File: src/rtl/hdmi_pattern_gen.sv
// Test-pattern source for an HDMI transmitter. It follows the transceiver's de/addr
// stream and produces one registered RGB pixel per active cycle.
module hdmi_pattern_gen #(
    parameter int H_PIXEL   = 640,
    parameter int V_PIXEL   = 480,
    parameter int COLOR_W   = 8,
    parameter int BAR_COUNT = 8,
    parameter int CHK_LOG2  = 4
) (
    input  logic               pixclk,
    input  logic               reset,
    input  logic               de,
    input  logic [20:0]        addr,
    input  logic [2:0]         mode,
    output logic [COLOR_W-1:0] red,
    output logic [COLOR_W-1:0] green,
    output logic [COLOR_W-1:0] blue,
    output logic [15:0]        frame_cnt,
    output logic [2:0]         mode_active
);

    localparam int XW  = (H_PIXEL > 1) ? $clog2(H_PIXEL) : 1;
    localparam int YW  = (V_PIXEL > 1) ? $clog2(V_PIXEL) : 1;
    localparam int BW  = H_PIXEL / BAR_COUNT;
    localparam int BCW = (BW > 1) ? $clog2(BW) : 1;
    localparam int PW  = XW + 6;
    localparam logic [20:0] HALF_ADDR = 21'(H_PIXEL * V_PIXEL / 2);

    typedef enum logic [2:0] {
        PAT_SOLID   = 3'd0,
        PAT_SPLIT   = 3'd1,
        PAT_BARS    = 3'd2,
        PAT_CHECKER = 3'd3,
        PAT_GRAD    = 3'd4,
        PAT_MOVBAR  = 3'd5
    } pattern_e;

    logic [XW-1:0]      x_q, x_d;
    logic [YW-1:0]      y_q, y_d;
    logic [2:0]         bar_idx_q, bar_idx_d;
    logic [BCW-1:0]     bar_cnt_q, bar_cnt_d;
    logic [XW-1:0]      pos_q, pos_d;
    logic [2:0]         mode_active_q, mode_active_d;
    logic [15:0]        frame_cnt_q, frame_cnt_d;
    logic               frame_valid_q, frame_valid_d;
    logic [COLOR_W-1:0] red_q, red_d;
    logic [COLOR_W-1:0] green_q, green_d;
    logic [COLOR_W-1:0] blue_q, blue_d;

    // Values seen by the pixel of this cycle; a frame start overrides the registers.
    logic           frame_start;
    logic [XW-1:0]  x_cur;
    logic [YW-1:0]  y_cur;
    logic [2:0]     bar_idx_cur;
    logic [BCW-1:0] bar_cnt_cur;
    logic [XW-1:0]  pos_cur;
    logic [XW:0]    pos_step;
    logic [XW:0]    pos_wrap;
    logic [2:0]     mode_cur;
    logic           x_last;
    logic           y_last;
    logic [PW-1:0]  x_ext;
    logic [PW-1:0]  pos_ext;
    logic           r_on, g_on, b_on;

    always_comb begin
        frame_start = de && (addr == '0);
        x_cur       = frame_start ? '0 : x_q;
        y_cur       = frame_start ? '0 : y_q;
        bar_idx_cur = frame_start ? '0 : bar_idx_q;
        bar_cnt_cur = frame_start ? '0 : bar_cnt_q;
        mode_cur    = frame_start ? mode : mode_active_q;
        x_last      = (x_cur == XW'(H_PIXEL - 1));
        y_last      = (y_cur == YW'(V_PIXEL - 1));

        // The moving-bar origin tracks frame_cnt*4 mod H_PIXEL incrementally, so no
        // modulo hardware is needed; it returns to 0 with frame_cnt's own wrap.
        pos_step = {1'b0, pos_q} + (XW+1)'(4);
        pos_wrap = (pos_step >= (XW+1)'(H_PIXEL)) ? pos_step - (XW+1)'(H_PIXEL) : pos_step;
        if (!frame_start) begin
            pos_cur = pos_q;
        end else if (frame_cnt_q == 16'hFFFF) begin
            pos_cur = '0;
        end else begin
            pos_cur = XW'(pos_wrap);
        end
    end

    always_comb begin
        // NOTE: every signal gets a default before any branch, so no latch can be inferred.
        x_d           = x_q;
        y_d           = y_q;
        bar_idx_d     = bar_idx_q;
        bar_cnt_d     = bar_cnt_q;
        pos_d         = pos_cur;
        mode_active_d = mode_cur;
        frame_cnt_d   = frame_start ? frame_cnt_q + 16'd1 : frame_cnt_q;
        frame_valid_d = frame_valid_q | frame_start;

        if (de) begin
            if (x_last) begin
                x_d       = '0;
                bar_idx_d = '0;
                bar_cnt_d = '0;
                y_d       = y_last ? '0 : y_cur + YW'(1);
            end else begin
                x_d = x_cur + XW'(1);
                y_d = y_cur;
                if (bar_cnt_cur == BCW'(BW - 1)) begin
                    bar_cnt_d = '0;
                    bar_idx_d = bar_idx_cur + 3'd1;
                end else begin
                    bar_cnt_d = bar_cnt_cur + BCW'(1);
                    bar_idx_d = bar_idx_cur;
                end
            end
        end
    end

    always_comb begin
        x_ext   = PW'(x_cur);
        pos_ext = PW'(pos_cur);
        r_on    = 1'b0;
        g_on    = 1'b0;
        b_on    = 1'b0;
        red_d   = '0;
        green_d = '0;
        blue_d  = '0;

        if (de && (frame_valid_q || frame_start)) begin
            case (mode_cur)
                PAT_SOLID: r_on = 1'b1;
                PAT_SPLIT: begin
                    r_on = (addr < HALF_ADDR);
                    b_on = !(addr < HALF_ADDR);
                end
                PAT_BARS: begin
                    case (bar_idx_cur)
                        3'd0: {r_on, g_on, b_on} = 3'b111;
                        3'd1: {r_on, g_on, b_on} = 3'b110;
                        3'd2: {r_on, g_on, b_on} = 3'b011;
                        3'd3: {r_on, g_on, b_on} = 3'b010;
                        3'd4: {r_on, g_on, b_on} = 3'b101;
                        3'd5: {r_on, g_on, b_on} = 3'b100;
                        3'd6: {r_on, g_on, b_on} = 3'b001;
                        default: {r_on, g_on, b_on} = 3'b000;
                    endcase
                end
                PAT_CHECKER: begin
                    r_on = x_ext[CHK_LOG2] ^ y_cur[CHK_LOG2];
                    g_on = r_on;
                    b_on = r_on;
                end
                PAT_MOVBAR: begin
                    r_on = (x_ext >= pos_ext) && (x_ext < pos_ext + PW'(16));
                    g_on = r_on;
                    b_on = r_on;
                end
                default: ;
            endcase

            if (mode_cur == PAT_GRAD) begin
                red_d   = x_ext[COLOR_W-1:0];
                green_d = x_ext[COLOR_W-1:0];
                blue_d  = x_ext[COLOR_W-1:0];
            end else begin
                red_d   = {COLOR_W{r_on}};
                green_d = {COLOR_W{g_on}};
                blue_d  = {COLOR_W{b_on}};
            end
        end
    end

    // NOTE: non-blocking assignments keep every register sampling pre-edge values.
    always_ff @(posedge pixclk) begin
        if (reset) begin
            x_q           <= '0;
            y_q           <= '0;
            bar_idx_q     <= '0;
            bar_cnt_q     <= '0;
            pos_q         <= '0;
            mode_active_q <= '0;
            frame_cnt_q   <= '0;
            frame_valid_q <= 1'b0;
            red_q         <= '0;
            green_q       <= '0;
            blue_q        <= '0;
        end else begin
            x_q           <= x_d;
            y_q           <= y_d;
            bar_idx_q     <= bar_idx_d;
            bar_cnt_q     <= bar_cnt_d;
            pos_q         <= pos_d;
            mode_active_q <= mode_active_d;
            frame_cnt_q   <= frame_cnt_d;
            frame_valid_q <= frame_valid_d;
            red_q         <= red_d;
            green_q       <= green_d;
            blue_q        <= blue_d;
        end
    end

    assign red         = red_q;
    assign green       = green_q;
    assign blue        = blue_q;
    assign frame_cnt   = frame_cnt_q;
    assign mode_active = mode_active_q;

endmodule

File: config.mk
export PLATFORM = sky130hd
export DESIGN_NAME = hdmi_pattern_gen
export DESIGN_NICKNAME = d
export VERILOG_FILES = /design/src/rtl/hdmi_pattern_gen.sv
export SDC_FILE = /design/constraint.sdc
export NUM_CORES = 1
export LEC_CHECK = 0
export BUFFER_PORTS_ARGS = -buffer_cell sky130_fd_sc_hd__buf_4
export CAP_MARGIN = 0
export CORE_MARGIN = 2
export CORE_UTILIZATION = 62
export DETAILED_ROUTE_END_ITERATION = 6
export GPL_ROUTABILITY_DRIVEN = 0
export MAX_ROUTING_LAYER = met4
export PLACE_DENSITY = 0.86
export SLEW_MARGIN = 10
export SYNTH_ARGS = -nofsm -noshare
export SYNTH_HDL_FRONTEND = slang
export SYNTH_SLANG_ARGS = --single-unit
File: constraint.sdc
create_clock -name pixclk -period 5.8 [get_ports pixclk]
set_clock_uncertainty 0.05 [all_clocks]
set_input_delay 0.87 -clock pixclk [delete_from_list [all_inputs] [get_ports pixclk]]
set_output_delay 0.87 -clock pixclk [all_outputs]
set_load 0.005 [all_outputs]
* After elaboration in Yosys (flattened, before gate mapping)
Index checks and enable logic that the tools add are counted.
Storage, ports and cells: logic and storage cells 77, bits of input ports 27, output and inout port bits 43, register bits 83
Cells by class: muxes and demuxes 24, equal/unequal tests 15, $lt $le $gt $ge 4, reductions and logical operators 12, bitwise logic cells 3, add/sub/neg operators 8
Operator list (count):
- $mux 10 | 5
- $mux 9 | 3
- $mux 8 | 3
- $logic_not 21->1 | 1
- $lt 21x18->1 const B | 1
- $mux 7 | 3
- $add 16x1->16 const B | 1
- $eq 16x16->1 const B | 1
- $eq 3x3->1 const B | 5
- $eq 3x2->1 const B | 4
- $mux 3 | 4
- $reduce_or 4->1 | 3
- $add 10x3->11 const B | 1
- $add 10x5->11 const B | 1
- $ge 11x10->1 const B | 1
- $lt 10x11->1 | 1
- $add 10x1->10 const B | 1
- $eq 10x10->1 const B | 1
- $ge 10x10->1 | 1
- $sub 10x10->10 const B | 1
- $add 9x1->9 const B | 1
- $eq 9x9->1 const B | 1
- $add 7x1->7 const B | 1
- $eq 7x7->1 const B | 1
- 14 further kinds | 20

* Depth between registers and ports, before layout
word-level depth 10, gate-level depth with buffers 18, depth with buffers taken out 16

* Worst setup path before layout
No wires, ideal clock.
kind in2reg, start in de, end reg bar_cnt_q[5], required time 5659 ps, path buffers 5, setup time 91 ps, cell stages on the path 17, data arrival time 3998 ps, path slack 1661 ps, path through buf_4 nor4b_4 nand4_2 or2_2 clkbuf_1 clkbuf_1 clkbuf_1 and2_1 ha_1 nand2_1 nor4_1 clkbuf_1 o21ai_0 nand2_1 nor3_1 o21ai_0 a311oi_1
On the way: longest elaborated chain between the ends 5, elaborated cells between the ends (all ways) 8, those cells by class add/sub (1); eq/ne (2); mux (4); reduce/logical (1)
Ends and longest elaborated chain:
- start, declared | line 12 | input logic de,
- $logic_and 1x1->1 | line 67 | frame_start = de && (addr == '0);
- $mux 7 | line 71 | bar_cnt_cur = frame_start ? '0 : bar_cnt_q;
- $add 7x1->7 / $eq 7x7->1 (equally long branches) | line 113, 109
- $mux 7 | line 109 | if (bar_cnt_cur == BCW'(BW - 1)) begin
- $mux 7 | line 101 | if (x_last) begin
- end signal, assigned | line 192 | bar_cnt_q <= bar_cnt_d;
- end, declared | line 41 | logic [BCW-1:0] bar_cnt_q, bar_cnt_d;
Several ways; a longest one is shown, not always the timed one. A chain may end at the register's enable or synchronous reset.

* Final worst setup path
start in de, end reg green_q[3] (netlist: green[3])
On the way: longest elaborated chain between the ends 7, elaborated cells between the ends (all ways) 27, those cells by class add/sub (1); order compare (2); eq/ne (7); mux (8); bitwise (2); reduce/logical (7)
Ends and longest elaborated chain:
- $logic_and 1x1->1 * | line 67
- $mux 10 * | line 80 | if (!frame_start) begin
- via pos_cur[5] | line 56 | logic [XW-1:0] pos_cur;
- $add 10x5->11 | line 155 | r_on = (x_ext >= pos_ext) && (x_ext < pos_ext + PW'(16));
- $lt 10x11->1 | line 155
- $logic_and 1x1->1 * | line 155
- $pmux 1 s3 * | line 131 | case (mode_cur)
- $mux 8 * | line 162 | if (mode_cur == PAT_GRAD) begin
- end signal, assigned | line 198 | green_q <= green_d;
- end, declared | line 47 | logic [COLOR_W-1:0] green_q, green_d;
Mark *: on every way through the listed nets, which the timed path passes. The rest lies on a longest branch.

==> run_results.csv <==
group,metric,value,unit
floorplanning,start_util,64.0,%
clocking,clock_latency,0.37,ns
sta,setup_viol,0,
clocking,clk_path_buf_depth,2,
layout,design_area,5370,sq um
synthesis,synth_area,4610,sq um
sta,fmax,0.209,GHz
synthesis,async_flop_share,0,%
worst_setup_path,worst_setup_path_end_kind,"flip-flop",
floorplanning,die_h,90.3,um
synthesis,synth_enable_flop_cells,0,
global_route,grt_overflow,0,
placement,dpl.hpwl,8200,um
worst_hold_path,hp-class,"reg -> reg",
worst_setup_path,crit_arrival,4.95,ns
global_route,grt_pass1_wl,19800,um
worst_setup_path,crit_type,"in -> reg",
layout,layout.nets,686,
status,status,"finished, final reports clean",
sta,hold_viol_final,0,
route,vias,4626,
synthesis,synth_seq_cells,83,
synthesis,synth_top_flop_cell,"dfxtp_1",
pwr,vdd_drop_max,0.141,mV
clocking,cts_resized,0,
pwr,leakagePower,2.09,nW
sta,tightest_slew,0.929,ns
synthesis,synth_cells,582,
pwr,p_sw_share,26.8,%
route,wl_per_cell,16.0,um
sta,setup_tns,0,ns
placement,post_dp_cell_area,5170,sq um
layout,multi_input_area,2790,sq um
clocking,htreeDepth,3,
clocking,path_clk_slew,0.10,ns
run,cap_viol_max_count,0,
layout,fillers,585,
sta,rsz0062_at_grt,"no",
floorplanning,io_pins,70,
layout,drive_gt1_share,16.4,%
synthesis,seq_area_frac_synth,36.0,%
sta,period_minus_slack,4.78,ns
floorplanning,die_x,90.3,um
placement,io_buffer_count,69,
clocking,ctsHoldBuffers,0,
floorplanning,coreArea,7210,sq um
route,drt-initial-drc-count,365,
global_route,first_global_vias,4220,
synthesis,ys_warn_count,0,
route,ant_nets,0,
pwr,power_frac_clock,39.6,%
clocking,root_buffer,"clkbuf_8",
pwr,power_frac_comb,4.9,%
worst_setup_path,start_kind,"input port",
clocking,post-cts-setup-buffers,0,
synthesis,syn-num-nets,633,
sta,period_share,82.4,%
global_route,grt_max_degree,60,
pwr,p_seq_share,55.4,%
global_route,grt_antenna_before_repair,0,
floorplanning,fp.dieArea,8150,sq um
pwr,switchingPower,279,uW
pwr,powerDensity,193,nW/um^2
synthesis,synthDistinctLibCells,58,
floorplanning,rows,31,
clocking,cts_buffers,9,
pwr,finalPower,1.04,mW
layout,syn2layout_area_growth,16.4,%
worst_setup_path,crit_fanout,42,
worst_setup_path,required,5.97,ns
global_route,grt_usage,30.2,%
route,vias_per_cell,6.26,
layout,antenna_cells,0,
route,drc,0,
layout,seqCellArea,1660,sq um
synthesis,syn_avg_cell_area,7.93,sq um
clocking,clock-sinks,83,
sta,finalMaxSlewViolations,0,
clocking,cts_tree,"done",
sta,slew_headroom,37.5,%
pwr,power.internal,760,uW
route,dr.pass1.iters,5,
sta,hold_slack,0.429,ns
route,wl,11800,um
==> synth_stat cells (all sizes together) (2+ instances only) <==
| library cell | number | share of area (%) |
|---|---|---|
| nand4 | 13 | 1.9 |
| or4 | 2 | 0.33 |
| or2 | 3 | 0.41 |
| a21oi | 49 | 5.3 |
| mux2i | 3 | 0.65 |
| a22oi | 15 | 2.5 |
| o41ai | 2 | 0.38 |
| o211ai | 2 | 0.33 |
| and2 | 16 | 2.2 |
| and4 | 5 | 0.95 |
| nor2b | 6 | 0.81 |
| buf | 4 | 0.46 |
| a31oi | 11 | 1.5 |
| o2111ai | 2 | 0.38 |
| a311oi | 4 | 0.76 |
| nand3b | 2 | 0.33 |
| or3 | 4 | 0.65 |
| nor3 | 25 | 2.8 |
| nor4b | 3 | 1.0 |
| and3 | 17 | 2.3 |
| a32oi | 2 | 0.38 |
| xnor2 | 11 | 2.1 |
| a211oi | 3 | 0.49 |
| nor4 | 19 | 2.7 |
| dfxtp | 83 | 36 |
| inv | 13 | 1.1 |
| clkbuf | 28 | 2.3 |
| nor2 | 73 | 5.9 |
| nor3b | 5 | 0.81 |
| nand4b | 3 | 0.57 |
| nand2b | 4 | 0.54 |
| o21ai | 32 | 3.6 |
| nand3 | 30 | 3.3 |
| a41oi | 2 | 0.38 |
| xor2 | 8 | 1.5 |
| nand2 | 43 | 3.5 |
| ha | 24 | 6.5 |
==> cells in the final DEF, fill, tap and decap left out, drive strengths merged, types with 6 or more instances in the layout <==
| cell | synthesis | routed |
|---|---|---|
| a21oi | 49 | 49 |
| a22oi | 15 | 15 |
| a31oi | 11 | 11 |
| and2 | 16 | 16 |
| and3 | 17 | 17 |
| buf | 4 | 74 |
| clkbuf | 28 | 9 |
| dfxtp | 83 | 83 |
| ha | 24 | 24 |
| inv | 13 | 17 |
| nand2 | 43 | 43 |
| nand3 | 30 | 30 |
| nand4 | 13 | 13 |
| nor2 | 73 | 73 |
| nor2b | 6 | 6 |
| nor3 | 25 | 25 |
| nor4 | 19 | 19 |
| o21ai | 32 | 32 |
| xnor2 | 11 | 11 |
| xor2 | 8 | 8 |
==> metal layers <==
layer / vias up / track usage, % / part of all wire, %
li1: 2237 / - / -
met1: 2150 / 39.4 / 42
met2: 206 / 46.9 / 48
met3: 33 / 4.84 / 7.4
met4: 0 / 12.8 / 2.8
met5: - / - / 0
==> power groups by stage <==
stage,logic [mW],registers [mW],clock network (mW)
final,0.0512,0.576,0.411
after global routing,0.0566,0.576,0.437
after CTS,0.0500,0.575,0.412
after detailed placement,0.0498,0.589,0
after global placement,0.0485,0.588,0
after floorplan,0.0271,0.587,0
==> flip-flops by register name (all words and copies together), names as in the netlist <==
| name | count |
|---|---|
| x_q | 10 |
| mode_active | 3 |
| green | 8 |
| bar_cnt_q | 7 |
| pos_q | 10 |
| y_q | 9 |
| blue | 8 |
| red | 8 |
| bar_idx_q | 3 |
| frame_cnt | 16 |
| frame_valid_q | 1 |
==> final cells by class <==
cell class	instances	area share (%)
repair buffers	74	10.3
multi-input cells	454	52.0
clock inverters	7	1.23
inverters	13	0.908
well taps	99	2.31
flip-flops and latches	83	30.9
clock buffers	9	2.31
==> logic make-up (layout without fill, tap and decap cells) <==
kind of cell / after synthesis / in the layout / share of synthesized area, %
AOI/OAI and AO/OA: 132 / 132 / 17.8
xor gates and xnor gates: 19 / 19 / 3.61
adders and majority gates: 24 / 24 / 6.51
buffers and inverters: 45 / 103 / 3.80
DFF: 83 / 83 / 36.0
muxes: 3 / 3 / 0.651
and+or+nand+nor: 276 / 276 / 31.6
==> through the flow <==
stage | utilization (%) | setup WS [ns] | cells
final | 74.5 | 1.02 | 739
after global routing | 74.5 | 0.597 | 739
after CTS | 74.3 | 1.13 | 739
after detailed placement | 71.7 | 0.868 | 723
after global placement | 71.7 | 0.979 | 723
after floorplan | - | 1.66 | 582
==> worst max-delay path, stage by stage <==
cell      delay, ns
buf_4          0.29
nor4b_4        0.27
nand4_2        0.19
or2_2          0.61
o21ai_0        0.39
nand2_1        0.12
ha_1           0.24
xor2_1         0.17
ha_1           0.30
o211ai_1       0.09
a21oi_1        0.17
o41ai_1        0.13
a21oi_1        0.16
nor2_1         0.07
o21ai_2        0.68
a21oi_1        0.16
==> final timing paths <==
kind / startpoint / to / slack [ns] / depth (start not counted)
max: de / green[3] / 1.02 / 16
min: pos_q[1] / pos_q[1] / 0.43 / 2
max reg2reg: frame_cnt[3] / green[3] / 1.24 / 14
min reg2reg: pos_q[1] / pos_q[1] / 0.43 / 2
Note: power is estimated with default switching activity, not from simulation.
